### config.mk
export PLATFORM = sky130hd
export DESIGN_NAME = fx_bus_master
export DESIGN_NICKNAME = d
export VERILOG_FILES = /design/src/rtl/fx_bus_pkg.sv /design/src/rtl/fx_bus_master.sv
export SDC_FILE = /design/constraint.sdc
export NUM_CORES = 1
export LEC_CHECK = 0
export CAP_MARGIN = 20
export CORE_MARGIN = 2
export CORE_UTILIZATION = 57
export CTS_BUF_LIST = sky130_fd_sc_hd__clkbuf_4 sky130_fd_sc_hd__clkbuf_8 sky130_fd_sc_hd__clkbuf_16
export CTS_CLUSTER_SIZE = 20
export DETAILED_ROUTE_END_ITERATION = 8
export PLACE_DENSITY = 0.87
export SLEW_MARGIN = 20
export SYNTH_ARGS = -nofsm -noshare
export SYNTH_HDL_FRONTEND = slang
export SYNTH_SLANG_ARGS = --single-unit
### constraint.sdc
create_clock -name clk_sys -period 4.68 [get_ports clk_sys]
set_input_delay 0.702 -clock clk_sys [delete_from_list [all_inputs] [get_ports clk_sys]]
set_output_delay 0.702 -clock clk_sys [all_outputs]
set_load 0.02 [all_outputs]
### src/rtl/fx_bus_pkg.sv
// Shared fx register-bus definitions: bus widths, burst opcodes and the
// bus-master state encoding.
package fx_bus_pkg;

  localparam int FX_AW      = 22;
  localparam int FX_DW      = 8;
  localparam int FX_DEV_MSB = 21;
  localparam int FX_DEV_LSB = 16;
  localparam int FX_DEV_W   = FX_DEV_MSB - FX_DEV_LSB + 1;

  localparam logic [7:0] OP_WR = 8'h57;
  localparam logic [7:0] OP_RD = 8'h52;

  localparam logic [3:0] S_IDLE  = 4'd0;
  localparam logic [3:0] S_ADR2  = 4'd1;
  localparam logic [3:0] S_ADR1  = 4'd2;
  localparam logic [3:0] S_ADR0  = 4'd3;
  localparam logic [3:0] S_LEN   = 4'd4;
  localparam logic [3:0] S_WDAT  = 4'd5;
  localparam logic [3:0] S_RISS  = 4'd6;
  localparam logic [3:0] S_RWAIT = 4'd7;
  localparam logic [3:0] S_RSND  = 4'd8;

  // A length byte of zero encodes a full 256-byte burst.
  function automatic logic [8:0] lenToCount(input logic [7:0] len);
    return (len == 8'd0) ? 9'd256 : {1'b0, len};
  endfunction

endpackage

### src/rtl/fx_bus_master.sv
// fx register-bus initiator: turns host-link command bytes into burst register
// writes/reads and returns read data as a byte stream.
module fx_bus_master
  import fx_bus_pkg::*;
#(
  parameter int unsigned RD_LAT = 1,
  parameter logic [7:0]  OP_WR  = fx_bus_pkg::OP_WR,
  parameter logic [7:0]  OP_RD  = fx_bus_pkg::OP_RD
) (
  input  logic                 clk_sys,
  input  logic                 rst_n,
  input  logic [7:0]           cmd_data,
  input  logic                 cmd_vld,
  output logic                 cmd_rdy,
  output logic [7:0]           rsp_data,
  output logic                 rsp_vld,
  input  logic                 rsp_rdy,
  output logic [FX_AW-1:0]     fx_waddr,
  output logic                 fx_wr,
  output logic [FX_DW-1:0]     fx_data,
  output logic [FX_AW-1:0]     fx_raddr,
  output logic                 fx_rd,
  input  logic [FX_DW-1:0]     fx_q,
  output logic                 busy,
  output logic                 err_op
);

  // Legal RD_LAT range is 1..3, so two bits hold the latency count.
  localparam logic [1:0] LAT_LAST = 2'(RD_LAT);

  logic [3:0]          state_q, state_d;
  logic [FX_DEV_W-1:0] dev_q, dev_d;
  logic [15:0]         off_q, off_d;
  logic [8:0]          cnt_q, cnt_d;
  logic                isRd_q, isRd_d;
  logic [1:0]          lat_q, lat_d;
  logic                fxWr_q, fxWr_d;
  logic                fxRd_q, fxRd_d;
  logic [FX_DW-1:0]    fxData_q, fxData_d;
  logic [FX_AW-1:0]    fxWaddr_q, fxWaddr_d;
  logic [FX_AW-1:0]    fxRaddr_q, fxRaddr_d;
  logic [7:0]          rspData_q, rspData_d;
  logic                rspVld_q, rspVld_d;
  logic                errOp_q, errOp_d;
  logic                cmdAccept;
  logic [15:0]         offNext;

  assign cmd_rdy   = (state_q == S_IDLE) || (state_q == S_ADR2) || (state_q == S_ADR1) ||
                     (state_q == S_ADR0) || (state_q == S_LEN)  || (state_q == S_WDAT);
  assign cmdAccept = cmd_vld && cmd_rdy;
  assign offNext   = off_q + 16'd1;

  // fx_rd is raised on the edge that enters RISS, so the strobe is high for
  // the whole RISS cycle and RWAIT only has to cover the RD_LAT return cycles.
  always_comb begin
    state_d   = state_q;
    dev_d     = dev_q;
    off_d     = off_q;
    cnt_d     = cnt_q;
    isRd_d    = isRd_q;
    lat_d     = lat_q;
    fxWr_d    = 1'b0;
    fxRd_d    = 1'b0;
    fxData_d  = fxData_q;
    fxWaddr_d = fxWaddr_q;
    fxRaddr_d = fxRaddr_q;
    rspData_d = rspData_q;
    rspVld_d  = rspVld_q;
    errOp_d   = 1'b0;
    case (state_q)
      S_IDLE: begin
        if (cmdAccept) begin
          if ((cmd_data == OP_WR) || (cmd_data == OP_RD)) begin
            isRd_d  = (cmd_data == OP_RD);
            state_d = S_ADR2;
          end else begin
            errOp_d = 1'b1;
          end
        end
      end
      S_ADR2: begin
        if (cmdAccept) begin
          dev_d   = cmd_data[FX_DEV_W-1:0];
          state_d = S_ADR1;
        end
      end
      S_ADR1: begin
        if (cmdAccept) begin
          off_d[15:8] = cmd_data;
          state_d     = S_ADR0;
        end
      end
      S_ADR0: begin
        if (cmdAccept) begin
          off_d[7:0] = cmd_data;
          state_d    = S_LEN;
        end
      end
      S_LEN: begin
        if (cmdAccept) begin
          cnt_d = lenToCount(cmd_data);
          if (isRd_q) begin
            fxRd_d    = 1'b1;
            fxRaddr_d = {dev_q, off_q};
            state_d   = S_RISS;
          end else begin
            state_d = S_WDAT;
          end
        end
      end
      S_WDAT: begin
        if (cmdAccept) begin
          fxWr_d    = 1'b1;
          fxData_d  = cmd_data;
          fxWaddr_d = {dev_q, off_q};
          off_d     = offNext;
          cnt_d     = cnt_q - 9'd1;
          if (cnt_q == 9'd1) begin
            state_d = S_IDLE;
          end
        end
      end
      S_RISS: begin
        lat_d   = 2'd1;
        state_d = S_RWAIT;
      end
      S_RWAIT: begin
        if (lat_q == LAT_LAST) begin
          rspData_d = fx_q;
          rspVld_d  = 1'b1;
          state_d   = S_RSND;
        end else begin
          lat_d = lat_q + 2'd1;
        end
      end
      S_RSND: begin
        if (rsp_rdy) begin
          rspVld_d = 1'b0;
          off_d    = offNext;
          cnt_d    = cnt_q - 9'd1;
          if (cnt_q == 9'd1) begin
            state_d = S_IDLE;
          end else begin
            fxRd_d    = 1'b1;
            fxRaddr_d = {dev_q, offNext};
            state_d   = S_RISS;
          end
        end
      end
      default: state_d = S_IDLE;
    endcase
  end

  // Asynchronous reset drops strobes at once and abandons any partial packet.
  always_ff @(posedge clk_sys or negedge rst_n) begin
    if (!rst_n) begin
      state_q   <= S_IDLE;
      dev_q     <= '0;
      off_q     <= '0;
      cnt_q     <= '0;
      isRd_q    <= 1'b0;
      lat_q     <= '0;
      fxWr_q    <= 1'b0;
      fxRd_q    <= 1'b0;
      fxData_q  <= '0;
      fxWaddr_q <= '0;
      fxRaddr_q <= '0;
      rspData_q <= '0;
      rspVld_q  <= 1'b0;
      errOp_q   <= 1'b0;
    end else begin
      state_q   <= state_d;
      dev_q     <= dev_d;
      off_q     <= off_d;
      cnt_q     <= cnt_d;
      isRd_q    <= isRd_d;
      lat_q     <= lat_d;
      fxWr_q    <= fxWr_d;
      fxRd_q    <= fxRd_d;
      fxData_q  <= fxData_d;
      fxWaddr_q <= fxWaddr_d;
      fxRaddr_q <= fxRaddr_d;
      rspData_q <= rspData_d;
      rspVld_q  <= rspVld_d;
      errOp_q   <= errOp_d;
    end
  end

  assign fx_wr    = fxWr_q;
  assign fx_rd    = fxRd_q;
  assign fx_data  = fxData_q;
  assign fx_waddr = fxWaddr_q;
  assign fx_raddr = fxRaddr_q;
  assign rsp_data = rspData_q;
  assign rsp_vld  = rspVld_q;
  assign err_op   = errOp_q;
  assign busy     = (state_q != S_IDLE);

endmodule

# Yosys cells after proc, flatten, opt, wreduce, memory -nomap -nowiden
# Cells that the tools add are included.
[word_totals] ff_bits=102 latch_bits=0 ram_bits=0 romBits=0 output_inout_bits=66 wordCells=113 memories=0
[op_classes] addsub=3 mul=0 div=0 magnitude_cmp=0 eq_ne=25 n_shift=0 muxes=43 bitwise=0 n_reduce_logical=27
[op_table] operator="22-bit two-way mux" n=4
[op_table] operator="8-bit case mux with 3 select lines" n=2
[op_table] operator="22-bit case mux with 2 select lines" n=1
[op_table] operator="4-bit two-way mux" n=10
[op_table] operator="9-bit two-way mux" n=4
[op_table] operator="4-bit case mux with 9 select lines" n=1
[op_table] operator="16-bit two-way mux" n=2
[op_table] operator="9-bit case mux with 3 select lines" n=1
[op_table] operator="2-bit inequality test (second input constant)" n=11
[op_table] operator="16-bit by 1-bit adder with 16-bit output (second input constant)" n=1
[op_table] operator="4-bit by 3-bit == test with 1-bit output (second input constant)" n=4
[op_table] operator="8-bit by 7-bit == test with 1-bit output (second input constant)" n=2
[op_table] operator="4-bit AND reduction" n=3
[op_table] operator="1-bit two-way mux" n=11
[op_table] operator="10-bit AND reduction" n=1
[op_table] operator="9-bit by 1-bit == test with 1-bit output (second input constant)" n=1
[op_table] operator="3-bit nonzero test" n=3
[op_table] operator="9-bit by 1-bit subtractor with 9-bit output (second input constant)" n=1
[op_table] operator="4-bit by 2-bit == test with 1-bit output (second input constant)" n=2
[op_table] operator="8-bit zero test" n=1
[op_table] operator="8-bit two-way mux" n=1
[op_table] operator="2-bit AND reduction" n=4
[op_table] operator="1-bit logical OR" n=6
[op_table] operator="3-bit AND reduction" n=2
[op_table] operator="14 further kinds" n=19

# Longest topological paths before layout
[depth] word_depth=9 ltp_mapped=8 depth_no_buf=7

# Worst setup path after synthesis
# Ideal clock, no wire load.
[synth_path] path_type="input to register" from="in cmd_vld" to="reg fxWaddr_q[0], in the netlist fx_waddr[0]" setup_ns=0.125 arrival_ns=1.933 required_time_ns=4.555 slack_ns=2.622 stages=5 n_path_buf=2 cell_sequence="clkbuf_1 > nand2_1 > nor3_1 > buf_2 > mux2_2"
[synth_via] elab_chain_cells=2
[synth_rtl] element="from (decl)" line="fx_bus_master.sv:13" rtl="input logic cmd_vld,"
[synth_rtl] element="1-bit logical AND" line="fx_bus_master.sv:50" rtl="assign cmdAccept = cmd_vld && cmd_rdy;"
[synth_rtl] element="2-bit AND reduction (no line)"
[synth_rtl] element="to (signal assigned)" line="fx_bus_master.sv:181" rtl="fxWaddr_q <= fxWaddr_d;"
[synth_rtl] element="to (decl)" line="fx_bus_master.sv:40" rtl="logic [FX_AW-1:0] fxWaddr_q, fxWaddr_d;"
# No other way between the ends.
# A chain may end at the register's enable or synchronous reset.

# Worst setup path after layout
[layout_path] from="reg state_q[1]" to="reg off_q[6]"
[layout_via] elab_chain_cells=9
[layout_rtl] element="from (decl)" line="fx_bus_master.sv:31" rtl="logic [3:0] state_q, state_d;"
[layout_rtl] element="from (signal assigned)" line="fx_bus_master.sv:172" rtl="state_q <= state_d;"
[layout_rtl] element="4-bit by 1-bit == test with 1-bit output or 4-bit zero test (tied branches)" line="fx_bus_master.sv:48" rtl="assign cmd_rdy = (state_q == S_IDLE) || (state_q == S_ADR2) || (state_q == S_ADR1) ||"
[layout_rtl] element="1-bit logical OR (3 in series)" line="fx_bus_master.sv:48"
[layout_rtl] element="1-bit logical OR (2 in series)" line="fx_bus_master.sv:49" rtl="(state_q == S_ADR0) || (state_q == S_LEN) || (state_q == S_WDAT);"
[layout_rtl] element="1-bit logical AND" line="fx_bus_master.sv:50"
[layout_rtl] element="2-bit inequality test (no line)"
[layout_rtl] element="4-bit AND reduction (no line)"
[layout_rtl] element="to (signal assigned)" line="fx_bus_master.sv:159" rtl="off_q <= '0;"
[layout_rtl] element="to (signal assigned)" line="fx_bus_master.sv:174" rtl="off_q <= off_d;"
[layout_rtl] element="to (decl)" line="fx_bus_master.sv:33" rtl="logic [15:0] off_q, off_d;"
# Several ways; a longest one is shown, not always the timed one.

==> results.md <==
- Post-synth top flop: dfrtp_1
- Layer with the highest usage: met2
- Clock sink count: 102
- First-pass GRT wire length: 19.0 mm
- Endpoints failing hold: 0
- Initial antenna violation count: 0
- Outcome: completed
- CP startpoint kind: flop
- Die Width: 97.5 um
- Die H: 97.5 um
- EDFF count, synth: 0
- Synth Register Bits: 102
- Row count: 34
- Cell leakage power: 2.44 nW
- Max-slew violations: 0
- Peak Freq: 0.318 GHz
- Met2 Use GR: 38.8%
- Post-synthesis sequential area ratio: 51.2%
- Final nets: 564
- Yosys warning count: 0
- Post CTS Setup Buffer Count: 0
- Mean Syn Cell Area: 10.5 um2
- Root Driver: clkbuf_8
- Post-synth ARST share: 100%
- Maximum fanout along the worst path: 24
- Unrepaired setup endpoints after global routing: false
- Via Count: 3976
- Post-Layout Cell Count: 653
- Worst path required time: 4950 ps
- Initial core utilization: 58.0%
- Setup TNS: 0 ps
- Reg2Reg Setup Slack: 1540 ps
- Cell area after synthesis: 4980 um2
- Mapped Cells: 474
- Port Buffers: 85
- First DRT Iteration DRCs: 358
- TritonCTS clock tree: done
- Critical Path AT: 3410 ps
- Overflow after GRT: 0
- CTS buffer count: 9
- Tmin final: 3140 ps
- Max Root-Sink Buffers: 2
- CTS H-Tree Depth: 3
- I/O pins: 86
- Vias in the first global route: 3867
- Global placement routability congestion: 0.911
- Dpl cells: 637
- DRC Markers: 0
- # diodes: 0
- DR vias/cell: 6.09
- Wire length per cell: 17.4 um
- Relative slew slack: 26.8%
- CP Capture Type: flop
- Die ar.: 9510 um2
- Fraction of layout cells with a size suffix above 1: 16.9%
- Period utilisation layout: 67.2%
- 1st-pass router iterations: 8
- CORE AREA: 8590 um2
- GR Layer Usage met1: 33.5%
- Worst-margin pin slew: 1100 ps
- Power Density: 705 nW/um2
- Layout area overhead: 21.6%
- Routed Antenna Nets: 0
- IR Drop Worst-Case VDD: 0.407 mV
- Net count after synthesis: 498
- Met3 usage: 5.61%
- Post_cts resized: 0
- Worst min path class: primary input to asynchronous set/reset pin
- Reg2reg end: off_q[6]
- MaxCap Viol Count: 0
- Global-route usage over all layers: 24.6%
- FF-to-FF path depth: 5
- Count of final setup violators: 0
- Skew-Pair Late Insertion Delay: 380 ps
- Clock transition at path regs: 100 ps
- Clock skew: 10.7 ps
- Netlist cell types: 58
- Largest net degree at the start of global routing: 62
- RR Startpoint: state_q[1]
- Setup Crit Path Kind: flop to flop
- HPWL after detailed placement: 7.59 mm
- Post-CTS Hold Fix Bufs: 0
- Detailed Route WL: 11.3 mm
==> power breakdown <==
part	leakage, nW	switching [mW]	internal [mW]
sequential	1.22	0.404	1.29
clock	0.0883	0.334	0.206
combinational	1.13	1.02	1.02
==> worst max path at each step <==
stage               startpoint      endpoint  slack, ps  cells past startpoint
finish              state_q[1]      off_q[6]       1540                      5
global route        state_q[1]      off_q[6]       1390                      5
CTS                 state_q[1]      off_q[6]       1610                      5
detailed placement     cmd_vld  fx_waddr[11]       1580                      5
global placement       cmd_vld    fx_data[5]       1690                      5
floorplan              cmd_vld   fx_waddr[0]       2620                      5
==> Yosys cell counts (all sizes together) (4+ instances only) <==
master | count | area share, %
a21boi | 4 | 0.60
a21o | 4 | 0.75
a21oi | 41 | 4.5
a22o | 5 | 0.88
a31oi | 6 | 0.88
and3 | 5 | 0.63
buf | 10 | 1.3
clkbuf | 24 | 1.8
dfrtp | 102 | 51
ha | 4 | 1.0
inv | 10 | 0.75
mux2 | 53 | 12
nand2 | 34 | 2.6
nand3 | 19 | 1.9
nand4 | 6 | 0.75
nor2 | 45 | 3.4
nor3 | 12 | 1.2
o21ai | 24 | 2.4
o22ai | 9 | 1.1
xnor2 | 12 | 2.1
==> final cells by class <==
type | instances | area, um2
Sequential cell | 102 | 2550
Clock buffer | 9 | 124
Clock inverter | 7 | 70.1
Fill cell | 633 | 2530
Inverter | 10 | 37.5
Timing Repair Buffer | 89 | 891
Tap cell | 108 | 135
Multi-Input combinational cell | 328 | 2250
==> placed cells by master (no fill, tap or decap), drive strengths merged, types with 5 or more instances in the layout <==
cell / instances
and3: 5
nor3: 12
clkbuf: 9
nand4: 6
nand2: 34
buf: 5
clkdlybuf4s50: 84
xnor2: 12
a22o: 5
o21ai: 24
inv: 12
nand3: 19
nor2: 45
a21oi: 41
o22ai: 9
mux2: 53
a31oi: 6
dfrtp: 102
==> metal layers <==
layer / part of all wire, % / routed length (um) / vias to the layer above
met3: 7.6 / 863 / 32
met5: 0 / 0 / -
met2: 48 / 5420 / 191
met4: 2.5 / 287 / 0
li1: - / - / 1833
met1: 42 / 4770 / 1920
==> flip-flops by register name (all words and copies together) (netlist names) <==
register and flops:
cnt_q 9, lat_q 2, off_q 16, state_q 4
fx_raddr 22, dev_q 6, fx_wr 1, err_op 1
fx_waddr 22, isRd_q 1, rsp_vld 1, fx_rd 1
fx_data 8, rsp_data 8
==> metrics by stage <==
step           utilization, %  setup WS, ps  area, um2  power [mW]  hold WS [ps]
5_1_grt                  70.5          1390       6060        4.54           456
6_report                 70.5          1540       6060        4.28           377
4_1_cts                  70.5          1610       6060        4.29           417
3_5_place_dp             68.3          1580       5870        3.73           485
3_3_place_gp             68.3          1690       5870        3.65           476
2_1_floorplan               -          2620       4980        2.93           406
==> critical path, cell delays in order (launching register included) <==
cell and delay (ps):
dfrtp_1 850, or4b_1 620, nor2_1 170, a2111oi_4 960, o21ai_1 160, a22o_1 280
==> logic make-up after synthesis <==
logic type	count (synthesis)	synth area share, %
simple gates	141	13.9
flops	102	51.2
fa+ha+maj	5	1.21
xor+xnor	15	2.64
buf+inv	44	3.82
compound gates	112	14.9
mux	55	12.4
No activity file was read; power rests on OpenSTA's default activity.
